[src/rtl/spl_multi.sv]
// Multi-channel peak-programme meter: per-channel peak hold with proportional decay,
// sticky clip flags and registered readback of peak, log2 level and clip.
module spl_multi #(
  parameter int WIDTH       = 16,
  parameter int CHANNELS    = 4,
  parameter int CH_W        = (CHANNELS > 1) ? $clog2(CHANNELS) : 1,
  parameter int HOLD        = 8,
  parameter int DECAY_SHIFT = 3,
  parameter int LVL_W       = $clog2(WIDTH + 1)
) (
  input  logic                    ck,
  input  logic                    rst_n,
  input  logic                    clr,
  input  logic                    in_valid,
  input  logic [CH_W-1:0]         in_ch,
  input  logic signed [WIDTH-1:0] in_data,
  input  logic                    decay_en,
  input  logic [CH_W-1:0]         rd_ch,
  output logic [WIDTH-1:0]        rd_peak,
  output logic [LVL_W-1:0]        rd_level,
  output logic                    rd_clip,
  output logic                    busy
);

  localparam int HOLD_W = (HOLD < 1) ? 1 : $clog2(HOLD + 1);
  localparam logic [CH_W:0] CH_LIM = (CH_W + 1)'(CHANNELS);
  localparam logic [WIDTH-1:0] MAX_POS = {1'b0, {(WIDTH-1){1'b1}}};
  localparam logic [WIDTH-1:0] MAX_NEG = {1'b1, {(WIDTH-1){1'b0}}};

  logic              r_s1_valid;
  logic [CH_W-1:0]   r_s1_ch;
  logic [WIDTH-1:0]  r_s1_mag;
  logic              r_s1_clip;

  logic [WIDTH-1:0]  r_peak [CHANNELS];
  logic [HOLD_W-1:0] r_hold [CHANNELS];
  logic              r_clip [CHANNELS];

  logic [WIDTH-1:0]  w_mag;
  logic              w_in_ok;
  logic              w_rd_ok;
  logic [WIDTH-1:0]  w_dec  [CHANNELS];
  logic              w_hit  [CHANNELS];
  logic              w_cap  [CHANNELS];
  logic [WIDTH-1:0]  w_sel_peak;
  logic              w_sel_clip;
  logic [LVL_W-1:0]  w_sel_lvl;

  // Two's-complement negate without saturation: the most negative value maps to 2^(WIDTH-1).
  assign w_mag   = in_data[WIDTH-1] ? (~in_data + 1'b1) : in_data;
  assign w_in_ok = {1'b0, in_ch} < CH_LIM;
  assign w_rd_ok = {1'b0, rd_ch} < CH_LIM;

  always_ff @(posedge ck or negedge rst_n) begin
    if (!rst_n) begin
      r_s1_valid <= 1'b0;
      r_s1_ch    <= '0;
      r_s1_mag   <= '0;
      r_s1_clip  <= 1'b0;
    end else if (clr) begin
      r_s1_valid <= 1'b0;
      r_s1_ch    <= '0;
      r_s1_mag   <= '0;
      r_s1_clip  <= 1'b0;
    end else begin
      r_s1_valid <= in_valid && w_in_ok;
      r_s1_ch    <= in_ch;
      r_s1_mag   <= w_mag;
      r_s1_clip  <= (in_data == MAX_POS) || (in_data == MAX_NEG);
    end
  end

  always_comb begin
    for (int unsigned c = 0; c < CHANNELS; c++) begin
      logic [WIDTH-1:0] step;
      step = r_peak[c] >> DECAY_SHIFT;
      if (step == '0) step = {{(WIDTH-1){1'b0}}, 1'b1};
      w_dec[c] = (r_peak[c] > step) ? (r_peak[c] - step) : '0;
      w_hit[c] = r_s1_valid && (r_s1_ch == CH_W'(c));
      w_cap[c] = w_hit[c] && (r_s1_mag >= r_peak[c]);
    end
  end

  // Capture compares against the live peak, so back-to-back samples on one channel need no bypass.
  always_ff @(posedge ck or negedge rst_n) begin
    if (!rst_n) begin
      for (int unsigned c = 0; c < CHANNELS; c++) begin
        r_peak[c] <= '0;
        r_hold[c] <= '0;
        r_clip[c] <= 1'b0;
      end
    end else if (clr) begin
      for (int unsigned c = 0; c < CHANNELS; c++) begin
        r_peak[c] <= '0;
        r_hold[c] <= '0;
        r_clip[c] <= 1'b0;
      end
    end else begin
      for (int unsigned c = 0; c < CHANNELS; c++) begin
        if (w_cap[c]) begin
          r_peak[c] <= r_s1_mag;
          r_hold[c] <= HOLD_W'(HOLD);
        end else if (decay_en) begin
          if (r_hold[c] != '0)      r_hold[c] <= r_hold[c] - 1'b1;
          else if (r_peak[c] != '0) r_peak[c] <= w_dec[c];
        end
        if (w_hit[c] && r_s1_clip) r_clip[c] <= 1'b1;
      end
    end
  end

  always_comb begin
    w_sel_peak = '0;
    w_sel_clip = 1'b0;
    w_sel_lvl  = '0;
    if (w_rd_ok) begin
      w_sel_peak = r_peak[rd_ch];
      w_sel_clip = r_clip[rd_ch];
    end
    for (int unsigned i = 0; i < WIDTH; i++) begin
      if (w_sel_peak[i]) w_sel_lvl = LVL_W'(i + 1);
    end
  end

  always_ff @(posedge ck or negedge rst_n) begin
    if (!rst_n) begin
      rd_peak  <= '0;
      rd_level <= '0;
      rd_clip  <= 1'b0;
    end else if (clr) begin
      rd_peak  <= '0;
      rd_level <= '0;
      rd_clip  <= 1'b0;
    end else begin
      rd_peak  <= w_sel_peak;
      rd_level <= w_sel_lvl;
      rd_clip  <= w_sel_clip;
    end
  end

  assign busy = r_s1_valid;

endmodule

[config.mk]
export PLATFORM = sky130hd
export DESIGN_NAME = spl_multi
export DESIGN_NICKNAME = d
export VERILOG_FILES = /design/src/rtl/spl_multi.sv
export SDC_FILE = /design/constraint.sdc
export NUM_CORES = 1
export LEC_CHECK = 0
export CAP_MARGIN = 20
export CORE_ASPECT_RATIO = 1.75
export CORE_UTILIZATION = 46
export DETAILED_ROUTE_END_ITERATION = 10
export GPL_ROUTABILITY_DRIVEN = 1
export GPL_TIMING_DRIVEN = 0
export MAX_ROUTING_LAYER = met4
export SLEW_MARGIN = 20
export SYNTH_ARGS = -nofsm -noshare
export SYNTH_HDL_FRONTEND = slang
export SYNTH_SLANG_ARGS = --single-unit
[constraint.sdc]
create_clock -name ck -period 4.4 [get_ports ck]
set_input_delay 0.88 -clock ck [delete_from_list [all_inputs] [get_ports ck]]
set_output_delay 0.88 -clock ck [all_outputs]
set_load 0.05 [all_outputs]
==> metrics.cfg, run 1 <==
[synthesis]
synth_area_leaders = dfrtp_1, ha_1, inv_1
synth_common_cells = inv_1, ha_1, dfrtp_1, nor2_1, nand2_1
ys_warn_count = 0
synth-main-ff-cell = dfrtp_1
syn-num-nets = 1401
synth.yosys.seq_area_share_pct = 29.3
synth_edf_count = 0
syn_avg_cell_area_um2 = 8.59
async_reset_ff_share_pct = 100
synth.cell_area_mm2 = 0.0107
syn_inst = 1244
synth.largest_area_cell = dfrtp_1
synth.top_cell.area_share_pct = 29.3
ys_types = 77
yosysMostFrequentCell = inv_1
synth_seq_cells = 125

[sta]
rsz0062_at_grt = false
slew_headroom_pct = 31.6
finalClockSkew_ns = 0.0101
drv_slew = 0
max_clock_freq_ghz = 0.253
min_period_ns = 3.95
setup_violations = 0
whs_ns = 0.324
hold_viol = 0
tightest_slew_ns = 1.03
fin_crit_sh_pct = 89.7

[power_and_ir_drop]
peakVddDrop_mv = 0.317
switchingPower_uw = 4380
combPwrFrac_pct = 63.3
power.density_mw_per_mm2 = 758
leakagePower_uw = 0.00534
clkPwrFrac_pct = 16.7
p_sw_share_pct = 47.4
p_int_uw = 4860
power_frac_seq_pct = 19.9

[run_status]
outcome = completed

[floorplan]
core_area_mm2 = 0.0227
dieHeight_um = 204
initial_utilization_pct = 47.0
rows = 73
die_area_mm2 = 0.0239
io_pins = 48
die_w_um = 117

[setup_path]
r2r_start = r_peak[61]
critical_path.most_common_cell = nand2_1
critical_path_class = flop to flop
cp_cell_sequence = nor3_1 -> nand4_1 -> nand2_1 -> ha_1 -> inv_1 -> fa_1 -> nand3_1 -> nand2_1 -> a221oi_2 -> o21ai_1 -> o31ai_4 -> nor2_1 -> a221oi_1 -> a211oi_1
end_kind = flop
r2r_end = r_peak[59]
worst_ep_arrival_time_ns = 4.24
r2r_cells = 14
r2r_slack_ns = 0.45
worstPathMaxFanout = 9
critPathLaunchType = flop
required_ns = 4.69
crit_slowest_cell = dfrtp_1
max_stage_delay_ns = 0.47

[clock_tree]
path_clk_slew_ns = 0.06
cts_root_buf = clkbuf_16
clk-insertion-delay-late_ns = 0.45
cts_buffers = 17
cts_sinks = 125
htree_levels = 4
cts_max_path_buffers = 2
cts_tree = yes

[cells_and_area]
diodes = 0
drive_gt1_share_pct = 6.06
fin_cells = 1621
fill_cells = 2161
final_area_mm2 = 0.0122
seqCellArea_mm2 = 0.00313
fin_nets = 1465
area_delta_synth_final_pct = 14.0
multi_input_area_mm2 = 0.00687

[place]
place_hpwl_mm = 28.0
io_buffers = 44
gp_congestion = 0.944
dpl_cell_area_mm2 = 0.0115
dp.cells = 1589

[route]
drc = 0
viasPerCell = 6.08
ant_nets = 0
wl_met1_mm = 13.2
wl_met3_mm = 1.70
first_pass_iters = 5
wl_mm = 35.7
top_layer_used = met4
wire_per_inst_um = 22.0
wl_met2_mm = 17.9
drt_iter0_drc = 694
vias = 9859

[global_routing]
grt_max_degree = 81
grt_overflow = 0
grt_usage_pct = 33.0
grt_pass1_vias = 10100
antenna_found_initial = 0
grt_pass1_wl_mm = 56.0

[min_path]
hp-class = primary input to asynchronous set/reset pin

[flow_run]
cap_violations = 0

how the worst max path moves through the flow:
| stage | from | endpoint | slack, ns | cells past startpoint |
|---|---|---|---|---|
| 2_1_floorplan | r_peak[51] | r_peak[48] | 1.25 | 14 |
| 3_3_place_gp | rst_n | r_hold[6] | -2.71 | 1 |
| 3_5_place_dp | r_peak[61] | r_peak[59] | 0.25 | 14 |
| 4_1_cts | r_peak[61] | r_peak[59] | 0.23 | 14 |
| 5_1_grt | r_peak[61] | r_peak[59] | 0.20 | 14 |
| 6_report | r_peak[61] | r_peak[59] | 0.45 | 14 |
cell families (layout without fill, tap and decap cells):
kind of cell	after synthesis	after routing	share of synthesized area, %
fa+ha+maj	132	132	15.7
xor+xnor	56	56	4.59
mux	21	21	3.96
simple gates	392	392	18.4
buf+inv	182	259	6.51
flops	125	125	29.3
compound gates	336	336	21.5
worst max-delay path: cells and delay by family (launching register included):
family	cells	cell delay (ns)
flops	1	0.47
buf+inv	1	0.06
fa+ha+maj	2	0.58
simple gates	6	1.19
compound gates	5	1.50
area by class of cell:
type	instances	share of cell area, %
Buffer	40	1.33
Sequential cell	125	25.7
Tap cell	300	3.08
Timing Repair Buffer	45	3.88
Clock inverter	13	1.53
Clock buffer	19	3.72
Multi-Input combinational cell	937	56.4
Inverter	142	4.37
registers in the layout (all words and copies together) (netlist names):
| signal | flops |
|---|---|
| rd_clip | 1 |
| r_clip | 4 |
| r_s1_mag | 16 |
| rd_peak | 15 |
| rd_level | 5 |
| r_peak | 64 |
| r_s1_clip | 1 |
| busy | 1 |
| r_s1_ch | 2 |
| r_hold | 16 |
layout by cell type, fill, tap and decap left out, types with 21 or more instances in the layout:
| cell type | n |
|---|---|
| clkdlybuf4s50_1 | 43 |
| clkbuf_1 | 29 |
| a21o_1 | 30 |
| o21ai_0 | 68 |
| nand2_1 | 75 |
| xor2_1 | 32 |
| dfrtp_1 | 125 |
| nor2_1 | 116 |
| nor3_1 | 45 |
| ha_1 | 128 |
| xnor2_1 | 24 |
| a21oi_1 | 70 |
| nand3_1 | 21 |
| inv_1 | 141 |
power by group through the flow:
stage | clock (uW) | sequential [uW] | combinational (uW)
after floorplan | 0 | 1770 | 4330
after global placement | 0 | 1850 | 5700
after detailed placement | 0 | 1850 | 5750
after CTS | 1560 | 1830 | 5800
after global routing | 1610 | 1870 | 6550
final | 1540 | 1840 | 5850
routing by layer:
layer	track usage (%)	up-vias
li1	-	4656
met1	33.4	4708
met2	55.4	338
met3	5.68	157
met4	25.5	0
met5	-	-
what timing repair did:
action                                  CTS  global route
hold buffers                              0             0
endpoints found under the setup margin    0             7
buffers inserted                          0             0
gates resized for setup                   0             1
per-stage QoR:
step	power, uW	worst slack [ns]	setup TNS, ns	util (%)
2_1_floorplan	6100	1.25	0	-
6_report	9230	0.452	0	53.6
3_5_place_dp	7600	0.249	0	50.7
3_3_place_gp	7550	-2.71	-335.94	50.6
4_1_cts	9190	0.233	0	53.5
5_1_grt	10000	0.196	0	53.6
No activity file was read; power rests on OpenSTA's default activity.
==> run 2: changes to the inputs <==
--- a/config.mk
+++ b/config.mk
@@ -8,10 +8,12 @@
 export CAP_MARGIN = 20
 export CORE_ASPECT_RATIO = 1.75
 export CORE_UTILIZATION = 46
+export CTS_CLUSTER_DIAMETER = 150
 export DETAILED_ROUTE_END_ITERATION = 10
 export GPL_ROUTABILITY_DRIVEN = 1
 export GPL_TIMING_DRIVEN = 0
 export MAX_ROUTING_LAYER = met4
+export PLACE_DENSITY = 0.72
 export SLEW_MARGIN = 20
 export SYNTH_ARGS = -nofsm -noshare
 export SYNTH_HDL_FRONTEND = slang
==> run 2 against run 1 <==
  * Total power decreased by 0.67%
  * Clock-buffer cell count decreased by 1
  * Clock skew decreased by 0.0017 ns
  * Global-route usage decreased by 0.79 points
  * Routed wire length decreased by 1.3%
  * Die area unchanged
  * Sequential power about the same
  * Non-clock buffer count unchanged
  * Setup slack got worse by 0.21 ns
  * Largest cell class unchanged
  * Sequential cell count unchanged
  * First-iteration DRC count increased by 3.7%
==> metrics.cfg, run 2 (synthesized netlist as in run 1, its figures left out) <==
[run_status]
outcome = completed

[floorplan]
core_area_mm2 = 0.0227  ; unchanged
dieHeight_um = 204  ; unchanged
initial_utilization_pct = 47.0  ; unchanged
io_pins = 48  ; unchanged
die_area_mm2 = 0.0239  ; unchanged
die_w_um = 117  ; unchanged
rows = 73  ; unchanged

[route]
wl_mm = 35.3  ; -1.3%
drt_iter0_drc = 720  ; +3.7%
vias = 10100  ; +2.4%
ant_nets = 0  ; unchanged
first_pass_iters = 5  ; unchanged
wire_per_inst_um = 21.7  ; -1.4%
viasPerCell = 6.22  ; +2.3%
drc = 0  ; unchanged

[setup_path]
r2r_start = r_peak[51]
r2r_slack_ns = 0.24  ; -0.21 ns
r2r_end = r_peak[58]
max_stage_delay_ns = 0.57  ; +0.10 ns
required_ns = 4.71  ; +0.02 ns
critical_path.most_common_cell = nand2_1
startpoint = r_peak[51]
critical_path_buf_inv_count = 1  ; unchanged
critPathLaunchType = flop
worst_ep_arrival_time_ns = 4.46  ; +0.22 ns
worst-path-stages = 14  ; unchanged
crit_slowest_cell = o31ai_2
crit_end = r_peak[58]
crit_family = compound AO/OA/AOI/OAI gates
worstPathMaxFanout = 9  ; unchanged
cp_cell_sequence = nor4_1 -> nand4_1 -> nand2_1 -> ha_1 -> inv_1 -> fa_1 -> nand3_1 -> nand2_1 -> a221oi_2 -> o21ai_1 -> o31ai_2 -> nor2_1 -> a221oi_1 -> nor3_1
end_kind = flop
r2r_cells = 14  ; unchanged
critical_path_class = flop to flop

[sta]
min_period_ns = 4.16  ; +0.207 ns
fin_crit_sh_pct = 94.4  ; +4.7 points
tightest_slew_ns = 1.00  ; -0.0265 ns
finalClockSkew_ns = 0.00845  ; -0.00165 ns
max_clock_freq_ghz = 0.241  ; -5.0%
whs_ns = 0.387  ; +0.0625 ns
slew_headroom_pct = 33.4  ; +1.8 points
hold_viol = 0  ; unchanged
setup_violations = 0  ; unchanged
drv_slew = 0  ; unchanged
rsz0062_at_grt = false

[global_routing]
grt_pass1_vias = 10000  ; -1.3%
grt_max_degree = 75  ; -7.4%
grt_usage_pct = 32.3  ; -0.79 points
grt_overflow = 0  ; unchanged
antenna_found_initial = 0  ; unchanged
grt_pass1_wl_mm = 55.3  ; -1.4%

[cells_and_area]
reg_top3 = r_peak x64, r_hold x16, r_s1_mag x16
fin_nets = 1465  ; unchanged
area_delta_synth_final_pct = 13.7
finalCoreUtilization_pct = 53.4  ; -0.15 points
fin_cells = 1623  ; +0.12%
mostFrequentLayoutCells = inv_1, ha_1, dfrtp_1, nor2_1, nand2_1
drive_gt1_share_pct = 6.06  ; unchanged
regMostFlops = r_peak
final_area_mm2 = 0.0121  ; -0.29%
multi_input_area_mm2 = 0.00686  ; -0.13%
seqCellArea_mm2 = 0.00313  ; unchanged
final_common_cell = inv_1
fill_cells = 2103  ; -2.7%
largest_register_ffs = 64  ; unchanged

[clock_tree]
postCtsSetupRepairBufs = 0  ; unchanged
cts_tree = yes
cts_sinks = 125  ; unchanged
cts_resized = 0  ; unchanged
cts_buffers = 17  ; unchanged
path_clk_slew_ns = 0.06  ; about the same
cts_root_buf = clkbuf_16
holdBufCountCts = 0  ; unchanged
clk-insertion-delay-late_ns = 0.45  ; about the same
htree_levels = 4  ; unchanged
cts_max_path_buffers = 2  ; unchanged

[power_and_ir_drop]
peakVddDrop_mv = 0.300  ; -5.5%
power.density_mw_per_mm2 = 755  ; -0.38%
leakagePower_uw = 0.00532  ; -0.37%

[place]
dpl_cell_area_mm2 = 0.0115  ; unchanged
gp_congestion = 0.967  ; +2.4%
io_buffers = 44  ; unchanged
place_hpwl_mm = 26.6  ; -4.8%
dp.cells = 1589  ; unchanged

[min_path]
hp-class = primary input to asynchronous set/reset pin

[flow_run]
cap_violations = 0  ; unchanged

==> run 2: how the worst min path moves through the flow <==
| stage | from | end | slack (ns) | depth (start not counted) |
|---|---|---|---|---|
| after CTS | rst_n | r_peak[3] | 0.43 | 1 |
| after floorplan | r_clip[2] | r_clip[2] | 0.46 | 2 |
| final | rst_n | r_peak[3] | 0.39 | 1 |
| after global placement | r_clip[1] | r_clip[1] | 0.47 | 1 |
| after global routing | rst_n | r_peak[3] | 0.44 | 1 |
| after detailed placement | r_clip[0] | r_clip[0] | 0.51 | 2 |
==> run 2: metrics by stage <==
step,total power (uW),setup slack [ns],setup TNS (ns)
5_1_grt,9900,0.0207,0
4_1_cts,9090,0.266,0
3_3_place_gp,7450,-2.65,-330.26
3_5_place_dp,7560,0.325,0
2_1_floorplan,6100,1.25,0
6_report,9170,0.245,0
==> run 2: final cells by class <==
cell class | count | share of cell area, %
buffer | 40 | 1.34
clock inverter | 14 | 1.39
timing repair buffer | 45 | 3.89
inverter | 142 | 4.39
multi-input combinational | 937 | 56.5
clock buffer | 18 | 3.61
antenna | 2 | 0.0412
tap | 300 | 3.09
sequential | 125 | 25.7
==> run 2: power breakdown <==
part / internal [uW] / switching, uW
Sequential: 1410 / 461
Combinational: 2460 / 3360
Clock: 903 / 582
Total: 4770 / 4400
==> run 2: per-layer routing <==
| layer | track usage [%] | vias to the layer above | wire, um |
|---|---|---|---|
| met4 | 24.4 | 0 | 2900 |
| li1 | - | 4653 | - |
| met3 | 6.78 | 186 | 2290 |
| met5 | - | - | 0 |
| met1 | 33.5 | 4823 | 12500 |
| met2 | 52.5 | 436 | 17500 |
==> run 3: changes to the inputs <==
--- a/config.mk
+++ b/config.mk
@@ -14,6 +14,7 @@
 export GPL_TIMING_DRIVEN = 0
 export MAX_ROUTING_LAYER = met4
 export PLACE_DENSITY = 0.72
+export SKIP_LAST_GASP = 1
 export SLEW_MARGIN = 20
 export SYNTH_ARGS = -nofsm -noshare
 export SYNTH_HDL_FRONTEND = slang
==> results of run 3 <==
The final DEF is identical to that of run 2; final timing and power are the same.
